**src/rtl/md_unit_if.sv**
```systemverilog
// md_unit_if: request/result bundle between a pipeline and the multiply/divide unit.
interface md_unit_if #(parameter int N = 32);
  logic         start;
  logic [1:0]   op;
  logic [N-1:0] a;
  logic [N-1:0] b;
  logic         flush;
  logic         hi_we;
  logic         lo_we;
  logic [N-1:0] wdata;
  logic         busy;
  logic         done;
  logic         div0;
  logic [N-1:0] hi;
  logic [N-1:0] lo;
  modport master (
    output start, op, a, b, flush, hi_we, lo_we, wdata,
    input  busy, done, div0, hi, lo
  );
  modport slave (
    input  start, op, a, b, flush, hi_we, lo_we, wdata,
    output busy, done, div0, hi, lo
  );
endinterface

```
**src/rtl/md_unit.sv**
```systemverilog
// md_unit: iterative MULT/MULTU/DIV/DIVU with HI/LO registers, one bit per cycle.
module md_unit #(parameter int N = 32) (
  input logic    clk,
  input logic    rst_n,
  md_unit_if.slave bus
);
  localparam int CW = $clog2(N);
  typedef enum logic [1:0] {IDLE, RUN, FIN} state_t;
  state_t         state, state_d;
  logic [CW-1:0]  cnt;
  logic [N-1:0]   opd;
  logic [2*N-1:0] acc, acc_nx, prod;
  logic [N+1:0]   alu;
  logic [N:0]     rem_sh;
  logic [N-1:0]   a_mag, b_mag, q, r;
  logic           is_div, neg_q, neg_r, b_zero, sa, sb, go;
  always_comb begin
    sa      = ~bus.op[0] & bus.a[N-1];
    sb      = ~bus.op[0] & bus.b[N-1];
    a_mag   = sa ? -bus.a : bus.a;
    b_mag   = sb ? -bus.b : bus.b;
    go      = bus.start & ~bus.flush;
    state_d = state;
    if (state == IDLE)
      state_d = go ? RUN : IDLE;
    else if (bus.flush)
      state_d = IDLE;
    else if (state == RUN)
      state_d = (cnt == CW'(N-1)) ? FIN : RUN;
    else
      state_d = IDLE;
  end
  // One shared adder: add multiplicand into the upper half, or trial-subtract the divisor
  // from the left-shifted partial remainder (top bit is the borrow).
  always_comb begin
    rem_sh = acc[2*N-1:N-1];
    alu    = is_div ? {1'b0, rem_sh} - {2'b0, opd} : {2'b0, acc[2*N-1:N]} + {2'b0, opd};
    acc_nx = is_div ? (alu[N+1] ? {acc[2*N-2:0], 1'b0} : {alu[N-1:0], acc[N-2:0], 1'b1})
                    : (acc[0] ? {alu[N:0], acc[N-1:1]} : {1'b0, acc[2*N-1:1]});
    prod   = neg_q ? -acc : acc;
    q      = neg_q ? -acc[N-1:0] : acc[N-1:0];
    r      = neg_r ? -acc[2*N-1:N] : acc[2*N-1:N];
  end
  assign bus.busy = (state != IDLE);
  always_ff @(posedge clk or negedge rst_n)
    if (!rst_n) state <= IDLE;
    else        state <= state_d;
  always_ff @(posedge clk or negedge rst_n) begin
    if (!rst_n) begin
      cnt      <= '0;
      opd      <= '0;
      acc      <= '0;
      is_div   <= 1'b0;
      neg_q    <= 1'b0;
      neg_r    <= 1'b0;
      b_zero   <= 1'b0;
      bus.hi   <= '0;
      bus.lo   <= '0;
      bus.done <= 1'b0;
      bus.div0 <= 1'b0;
    end else begin
      bus.done <= 1'b0;
      bus.div0 <= 1'b0;
      if (state == IDLE) begin
        if (go) begin
          is_div <= bus.op[1];
          neg_q  <= sa ^ sb;
          neg_r  <= sa;
          b_zero <= (bus.b == '0);
          cnt    <= '0;
          opd    <= bus.op[1] ? b_mag : a_mag;
          acc    <= {{N{1'b0}}, bus.op[1] ? a_mag : b_mag};
        end else begin
          if (bus.hi_we) bus.hi <= bus.wdata;
          if (bus.lo_we) bus.lo <= bus.wdata;
        end
      end else if (!bus.flush) begin
        if (state == RUN) begin
          acc <= acc_nx;
          cnt <= cnt + 1'b1;
        end else begin
          // A zero divisor leaves |a| in the remainder half, so hi comes out as a unchanged.
          bus.done <= 1'b1;
          bus.div0 <= is_div & b_zero;
          bus.hi   <= is_div ? r : prod[2*N-1:N];
          bus.lo   <= is_div ? (b_zero ? '1 : q) : prod[N-1:0];
        end
      end
    end
  end
endmodule

```
**src/flat_wrapper.sv**
```systemverilog
// flat-port wrapper written by rule: the top's interface ports become plain ports
module md_unit_flat 
#(parameter int N = 32)
  (clk, rst_n, bus_start, bus_op, bus_a, bus_b, bus_flush, bus_hi_we, bus_lo_we, bus_wdata, bus_busy, bus_done, bus_div0, bus_hi, bus_lo);
  md_unit_if #(.N(N)) bus_i ();
  input logic clk;
  input logic rst_n;
  input wire logic [$bits(bus_i.start)-1:0] bus_start;
  input wire logic [$bits(bus_i.op)-1:0] bus_op;
  input wire logic [$bits(bus_i.a)-1:0] bus_a;
  input wire logic [$bits(bus_i.b)-1:0] bus_b;
  input wire logic [$bits(bus_i.flush)-1:0] bus_flush;
  input wire logic [$bits(bus_i.hi_we)-1:0] bus_hi_we;
  input wire logic [$bits(bus_i.lo_we)-1:0] bus_lo_we;
  input wire logic [$bits(bus_i.wdata)-1:0] bus_wdata;
  output wire logic [$bits(bus_i.busy)-1:0] bus_busy;
  output wire logic [$bits(bus_i.done)-1:0] bus_done;
  output wire logic [$bits(bus_i.div0)-1:0] bus_div0;
  output wire logic [$bits(bus_i.hi)-1:0] bus_hi;
  output wire logic [$bits(bus_i.lo)-1:0] bus_lo;
  assign bus_i.start = bus_start;
  assign bus_i.op = bus_op;
  assign bus_i.a = bus_a;
  assign bus_i.b = bus_b;
  assign bus_i.flush = bus_flush;
  assign bus_i.hi_we = bus_hi_we;
  assign bus_i.lo_we = bus_lo_we;
  assign bus_i.wdata = bus_wdata;
  assign bus_busy = bus_i.busy;
  assign bus_done = bus_i.done;
  assign bus_div0 = bus_i.div0;
  assign bus_hi = bus_i.hi;
  assign bus_lo = bus_i.lo;
  md_unit #(.N(N)) u_core (.clk(clk), .rst_n(rst_n), .bus(bus_i));
endmodule
```
**config.mk**
```make
export PLATFORM = sky130hd
export DESIGN_NAME = md_unit_flat
export DESIGN_NICKNAME = d
export VERILOG_FILES = /design/src/rtl/md_unit_if.sv /design/src/rtl/md_unit.sv /design/src/flat_wrapper.sv
export SDC_FILE = /design/constraint.sdc
export NUM_CORES = 1
export LEC_CHECK = 0
export ABC_CLOCK_PERIOD_IN_PS = 3100
export CORE_MARGIN = 2
export CORE_UTILIZATION = 35
export CTS_CLUSTER_DIAMETER = 60
export DETAILED_ROUTE_END_ITERATION = 8
export GPL_ROUTABILITY_DRIVEN = 0
export PLACE_DENSITY_LB_ADDON = 0.15
export REMOVE_ABC_BUFFERS = 1
export SYNTH_ARGS = -nofsm -noshare
export SYNTH_HDL_FRONTEND = slang
export SYNTH_SLANG_ARGS = --single-unit
```
**constraint.sdc**
```tcl
create_clock -name clk -period 3.1 [get_ports clk]
set_clock_uncertainty 0.1 [all_clocks]
set_input_delay 0.465 -clock clk [delete_from_list [all_inputs] [get_ports clk]]
set_output_delay 0.465 -clock clk [all_outputs]
set_load 0.005 [all_outputs]
```
==> metrics.md, run 1 <==
| Metric | Value |
|---|---|
| Reg2reg end | `u_core.bus.hi[25]` |
| Crit path to | `u_core.bus.hi[25]` |
| Post-route ant nets | `0` |
| TritonCTS Buffers | `17` |
| H-tree levels | `4` |
| WL per Instance | `21.6 um` |
| Max IR drop VDD | `0.449 mV` |
| I/O pin cnt | `171` |
| Worst-margin pin slew | `0.863 ns` |
| Worst path max stage delay | `0.58 ns` |
| Clock buffer depth | `2` |
| Nets@finish | `2636` |
| Initial antenna violation count | `2` |
| # port buffers | `170` |
| Overflow after GRT | `0` |
| Commonest non-fill, non-tap cells in the layout | `buf_4 (371), nand2_1 (202), a21oi_1 (180)` |
| Max cap viols | `0` |
| DR DRC count | `0` |
| Largest net degree at the start of global routing | `92` |
| Netlist cell types | `75` |
| CP max-delay cell | `or4_4` |
| Share of layout cells above drive strength 1 | `25.8%` |
| CTS root buf | `clkbuf_16` |
| Detailed-router iteration count before antenna repair | `5` |
| Syn avg cell area | `7.71 um^2` |
| Core footprint | `43900 um^2` |
| Via density | `5.71` |
| Minimum clock period | `3.29 ns` |
| Tcrit/Tclk final | `106%` |
| Async S/R FF share, synth | `100%` |
| Multi-input logic area | `11400 um^2` |
| R2R setup slack | `-0.19 ns` |
| FILL cells | `4332` |
| Final Power | `0.0200 W` |
| Mapped Cells | `2011` |
| # rows | `77` |
| F_max | `304 MHz` |
| Syn Std Cell Area | `15500 um^2` |
| Worst Setup SP | `u_core.acc[18]` |
| Crit Path Category | `flop to flop` |
| Most common cell after layout, fill and taps aside | `buf_4` |
| Design area | `22300 um^2` |
| Crit end category | `flop` |
| Final core occ | `50.7%` |
| Clk sink count | `173` |
| Crit start category | `flop` |
| Start of the worst register-to-register path | `u_core.acc[18]` |
| Worst-path fanout max | `6` |
| Cell Area, Placed | `20300 um^2` |
| Count of final hold-check violations | `0` |
| CTS tree | `done` |
| Initial DRC count | `1390` |
| Min-Delay Path Class | `flop to flop` |
| PD cells | `900 nW/um^2` |
| Final std cells w/o fill | `3066` |
| Worst Slack Setup Final | `-0.194 ns` |
| EDFF count, synth | `0` |
| Vias in the first global route | `16800` |
| Storage cell area | `4340 um^2` |
| Clk_lat worst skew | `0.47 ns` |
| Die Y | `214 um` |
| Slew Viols, Final | `0` |
| Post-synthesis sequential area ratio | `27.9%` |
| Max-slew headroom | `42.0%` |
| Top_reg_cell synth | `dfrtp_1` |
| Failing checks | `setup timing` |
| Die width | `214 um` |
| Critical path arrival | `3.54 ns` |
| Starting Density | `35.3%` |
| Number of synthesized register bits | `173` |
| Placed Instances | `2994` |
| Most frequent CP cell | `or4_4` |
| Ys Warns | `0` |
| CP required | `3.35 ns` |
| Area delta synth->final | `43.8%` |
| First-pass GRT wire length | `99800 um` |
| WL final | `66200 um` |
| R2R depth | `10` |
| Total global-route track usage | `28.0%` |
| Hold Worst Slack | `0.379 ns` |
| Status | `complete, but fails checks` |
| Leak | `9.64 nW` |
| Die area | `46000 um^2` |
| Via count | `17500` |
| Clock slew at reported path FFs | `0.07 ns` |
| RSZ-0062 raised after global routing | `yes` |
| Final setup vio count | `37` |
| CP Cell Sequence | `or4_4 -> nor4_4 -> or3b_4 -> or4_4 -> nor4b_4 -> a211oi_2 -> xor2_1 -> buf_4 -> mux2i_1 -> o21ai_1` |
| Dpl hpwl | `49400 um` |
==> per-stage QoR <==
| stage | TNS, ns | setup WS, ns |
|---|---|---|
| after floorplan | -275.50 | -2.43 |
| after global placement | -22.15 | -0.462 |
| after detailed placement | -24.81 | -0.511 |
| after CTS | -4.99 | -0.232 |
| after global routing | -7.86 | -0.260 |
| final | -2.88 | -0.194 |
==> metal layers <==
layer | wire length, um | GRT usage (%) | vias up
li1 | - | - | 8207
met1 | 28800 | 37.4 | 8526
met2 | 30500 | 44.8 | 644
met3 | 4290 | 5.36 | 120
met4 | 2520 | 11.0 | 2
met5 | 13 | 0 | -
==> synth_stat cells (37+ instances only) <==
cell      count  share of area, %
a21oi_1     194               6.3
clkbuf_1    125               3.0
ha_1         70               5.7
xnor2_1     105               5.9
o22ai_1      41               1.7
mux2i_1      58               3.7
nand2_1     214               5.2
inv_1        60               1.5
dfrtp_1     173                28
xor2_1       66               3.7
o21ai_0     202               6.5
a21o_1       42               2.0
nor2_1      168               4.1
nor3_1       37               1.2
==> cells by family after synthesis <==
| kind of cell | share of synthesized area (%) |
|---|---|
| AO/OA/AOI/OAI | 28.8 |
| buffers and inverters | 5.20 |
| XOR/XNOR | 9.66 |
| AND/OR/NAND/NOR | 18.3 |
| flip-flops | 27.9 |
| adder cells (fa/ha/maj) | 5.91 |
| multiplexers | 4.18 |
==> worst min-delay path by stage <==
| stage | slack [ns] | to | depth (start not counted) | start |
|---|---|---|---|---|
| CTS | 0.39 | u_core.bus.lo[30] | 2 | u_core.bus.lo[30] |
| finish | 0.38 | u_core.bus.lo[0] | 2 | u_core.bus.lo[0] |
| global route | 0.40 | u_core.bus.lo[30] | 2 | u_core.bus.lo[30] |
| floorplan | 0.07 | u_core.acc[0] | 0 | rst_n |
| global placement | 0.36 | u_core.bus.lo[0] | 2 | u_core.bus.lo[0] |
| detailed placement | 0.37 | u_core.bus.lo[30] | 2 | u_core.bus.lo[30] |
==> state kept, by name, indices dropped and copies added, names as in the netlist <==
name,flops
u_core.opd,32
u_core.bus.done,1
u_core.b_zero,1
u_core.is_div,1
u_core.state,2
u_core.bus.lo,32
u_core.neg_q,1
u_core.bus.hi,32
u_core.neg_r,1
u_core.acc,64
u_core.bus.div0,1
u_core.cnt,5
==> layout make-up <==
class	instances	area share, %
well taps	592	3.32
clock inverters	13	0.730
multi-input cells	1630	51.0
repair buffers	576	22.4
inverters	62	1.06
diodes	1	0.0112
clock buffers	19	2.03
flip-flops and latches	173	19.5
==> timing repair <==
action / CTS / global route
setup endpoints to repair: 62 / 88
gates cloned: 2 / 0
hold endpoints to repair: 57 / 0
pin swaps: 63 / 101
buffers inserted: 37 / 16
resized for setup: 113 / 142
hold buffers: 1 / 0
==> critical path: cells and delay by family, from the launching register on <==
kind | cells | cell delay, ns
simple gates | 5 | 2.07
flops | 1 | 0.38
compound gates | 2 | 0.17
xor+xnor | 1 | 0.17
buf+inv | 1 | 0.16
mux | 1 | 0.14
==> power breakdown <==
| group | internal (W) | switching (W) |
|---|---|---|
| sequential | 0.00291 | 0.000638 |
| combinational | 0.00675 | 0.00738 |
| clock | 0.00131 | 0.00105 |
(Power assumes the default switching activity.)
==> run 2: changes to the inputs <==
ABC_CLOCK_PERIOD_IN_PS = 3500   (was 3100)
clock period = 3.5 ns   (was 3.1 ns; I/O delays follow)
==> run 2 against run 1 <==
  * The flow finishes with violations (hold timing)
  * Cell count decreased by 7.3%
  * Total power fell by 24%
  * Clock power fell by 16%
  * Combinational power decreased by 30%
  * Worst hold slack lost 0.41 ns
  * Cell area shrank 12%
  * Utilization is 6.2 points lower
  * First-iteration DRC count grew 6.8%
  * Critical path type unchanged
  * Critical endpoint is now u_core.bus.hi[20]
  * Largest power group unchanged
  * Highest routed layer is now met4
==> metrics.md, run 2 (synthesis gave the netlist of run 1 again) <==
| Metric | Value |
|---|---|
| Clk sink count | `173` |
| Max-slew headroom | `39.2%` |
| Max IR drop VDD | `0.410 mV` |
| Multi-input logic area | `10500 um^2` |
| Internal | `0.00803 W` |
| CTS tree | `done` |
| Nets@finish | `2414` |
| Most common cell after layout, fill and taps aside | `nand2_1` |
| First-pass GRT wire length | `94200 um` |
| Via count | `16500` |
| Die Y | `214 um` |
| PD cells | `775 nW/um^2` |
| Final core occ | `44.5%` |
| Initial antenna violation count | `0` |
| Status | `complete, but fails checks` |
| Storage cell area | `4330 um^2` |
| Most frequent CP cell | `or4_4` |
| Comb pwr share | `65.6%` |
| Final setup vio count | `0` |
| Crit start category | `flop` |
| Largest net degree at the start of global routing | `92` |
| Cell Area, Placed | `18900 um^2` |
| Design area | `19600 um^2` |
| Clk_lat worst skew | `0.46 ns` |
| Critical path arrival | `3.70 ns` |
| Clock slew at reported path FFs | `0.08 ns` |
| Sw Share | `47.0%` |
| Clock share of power | `13.2%` |
| Total global-route track usage | `26.4%` |
| Area delta synth->final | `26.2%` |
| Worst path max stage delay | `0.56 ns` |
| FILL cells | `4505` |
| Starting Density | `35.3%` |
| F_max | `292 MHz` |
| Die area | `46000 um^2` |
| Initial DRC count | `1484` |
| CP required | `3.77 ns` |
| Minimum clock period | `3.43 ns` |
| Worst path bufs/invs | `1` |
| Core footprint | `43900 um^2` |
| Dpl hpwl | `48100 um` |
| Min-Delay Path Class | `input port to asynchronous set/reset pin` |
| Max reg flops | `64` |
| CP max-delay cell | `or4_4` |
| Slew Viols, Final | `0` |
| Start of the worst register-to-register path | `u_core.acc[6]` |
| CTS root buf | `clkbuf_16` |
| Die width | `214 um` |
| Commonest non-fill, non-tap cells in the layout | `nand2_1 (213), o21ai_0 (197), a21oi_1 (193)` |
| Most flops, register | `u_core.acc` |
| TritonCTS Buffers | `17` |
| # port buffers | `170` |
| Overflow after GRT | `0` |
| Worst-margin pin slew | `0.904 ns` |
| Power share of the sequential group | `21.2%` |
| Detailed-router iteration count before antenna repair | `5` |
| Crit end category | `flop` |
| Clock buffer depth | `2` |
| WL per Instance | `21.9 um` |
| Worst-path fanout max | `5` |
| Share of layout cells above drive strength 1 | `12.3%` |
| Leak | `8.27 nW` |
| H-tree levels | `4` |
| Worst Setup SP | `u_core.acc[6]` |
| Post-route ant nets | `0` |
| Via density | `5.80` |
| Count of final hold-check violations | `11` |
| Post-CTS setup buffer count | `0` |
| Psw | `0.00711 W` |
| # rows | `77` |
| Vias in the first global route | `15300` |
| CP delay by family, top | `simple AND/OR/NAND/NOR gates` |
| Failing checks | `hold timing` |
| DR DRC count | `0` |
| CP Cell Sequence | `or4_4 -> or4_4 -> nand2b_1 -> buf_4 -> or3_1 -> o311ai_1 -> o21ai_0 -> xor2_1 -> nand2_1 -> a31oi_1` |
| Crit Path Category | `flop to flop` |
| I/O pin cnt | `171` |
| Tcrit/Tclk final | `98.0%` |
| WL final | `62100 um` |
| Hold Worst Slack | `-0.0357 ns` |
| Max cap viols | `0` |
==> run 2: power groups by stage <==
stage,Clock (W),Sequential (W),Combinational [W]
finish,0.00200,0.00322,0.00993
global placement,0,0.00323,0.00957
detailed placement,0,0.00324,0.00964
global route,0.00213,0.00328,0.0108
CTS,0.00203,0.00321,0.00970
floorplan,0,0.00334,0.00558
==> run 2: final timing paths <==
kind	cells after the start	endpoint	slack, ns
worst max-delay path	10	u_core.bus.hi[20]	0.07
worst min-delay path	1	u_core.opd[6]	-0.04
worst max register to register	10	u_core.bus.hi[20]	0.07
worst min register to register	2	u_core.bus.hi[30]	0.38
max in group asynchronous	2	u_core.opd[20]	2.37
min in group clk	2	u_core.bus.hi[30]	0.38
==> run 2: final cells by class <==
cell class | count | area share [%]
Antenna cell | 1 | 0.0128
Clock buffer | 18 | 2.19
Clock inverter | 13 | 0.800
Inverter | 62 | 1.19
Multi-Input combinational cell | 1630 | 53.6
Sequential cell | 173 | 22.2
Tap cell | 592 | 3.79
Timing Repair Buffer | 354 | 16.3
==> run 2: repair_timing <==
action                                  in CTS  in global routing
pin swaps                                    0                  2
hold buffers                                 0                  0
endpoints found under the setup margin       2                 40
gates resized for setup                      1                 20
==> run 2: layer usage <==
| layer | global-route usage (%) | vias up | share of wire [%] |
|---|---|---|---|
| li1 | - | 7764 | - |
| met1 | 36.8 | 8069 | 45 |
| met2 | 43.0 | 574 | 46 |
| met3 | 3.67 | 70 | 5.8 |
| met4 | 6.85 | 0 | 2.5 |
| met5 | 0 | - | 0 |
==> run 2: stage by stage <==
step | hold WS [ns] | std cells | setup TNS (ns) | power [W] | setup WS [ns]
2_1_floorplan | 0.129 | 1865 | -206.36 | 0.00893 | -2.03
3_3_place_gp | 0.361 | 2811 | -4.14 | 0.0128 | -0.300
3_5_place_dp | 0.369 | 2811 | -5.30 | 0.0129 | -0.371
4_1_cts | 0.0189 | 2842 | 0 | 0.0149 | 0.0487
5_1_grt | 0.00808 | 2842 | -0.00170 | 0.0162 | -0.00149
6_report | -0.0357 | 2843 | 0 | 0.0151 | 0.0714
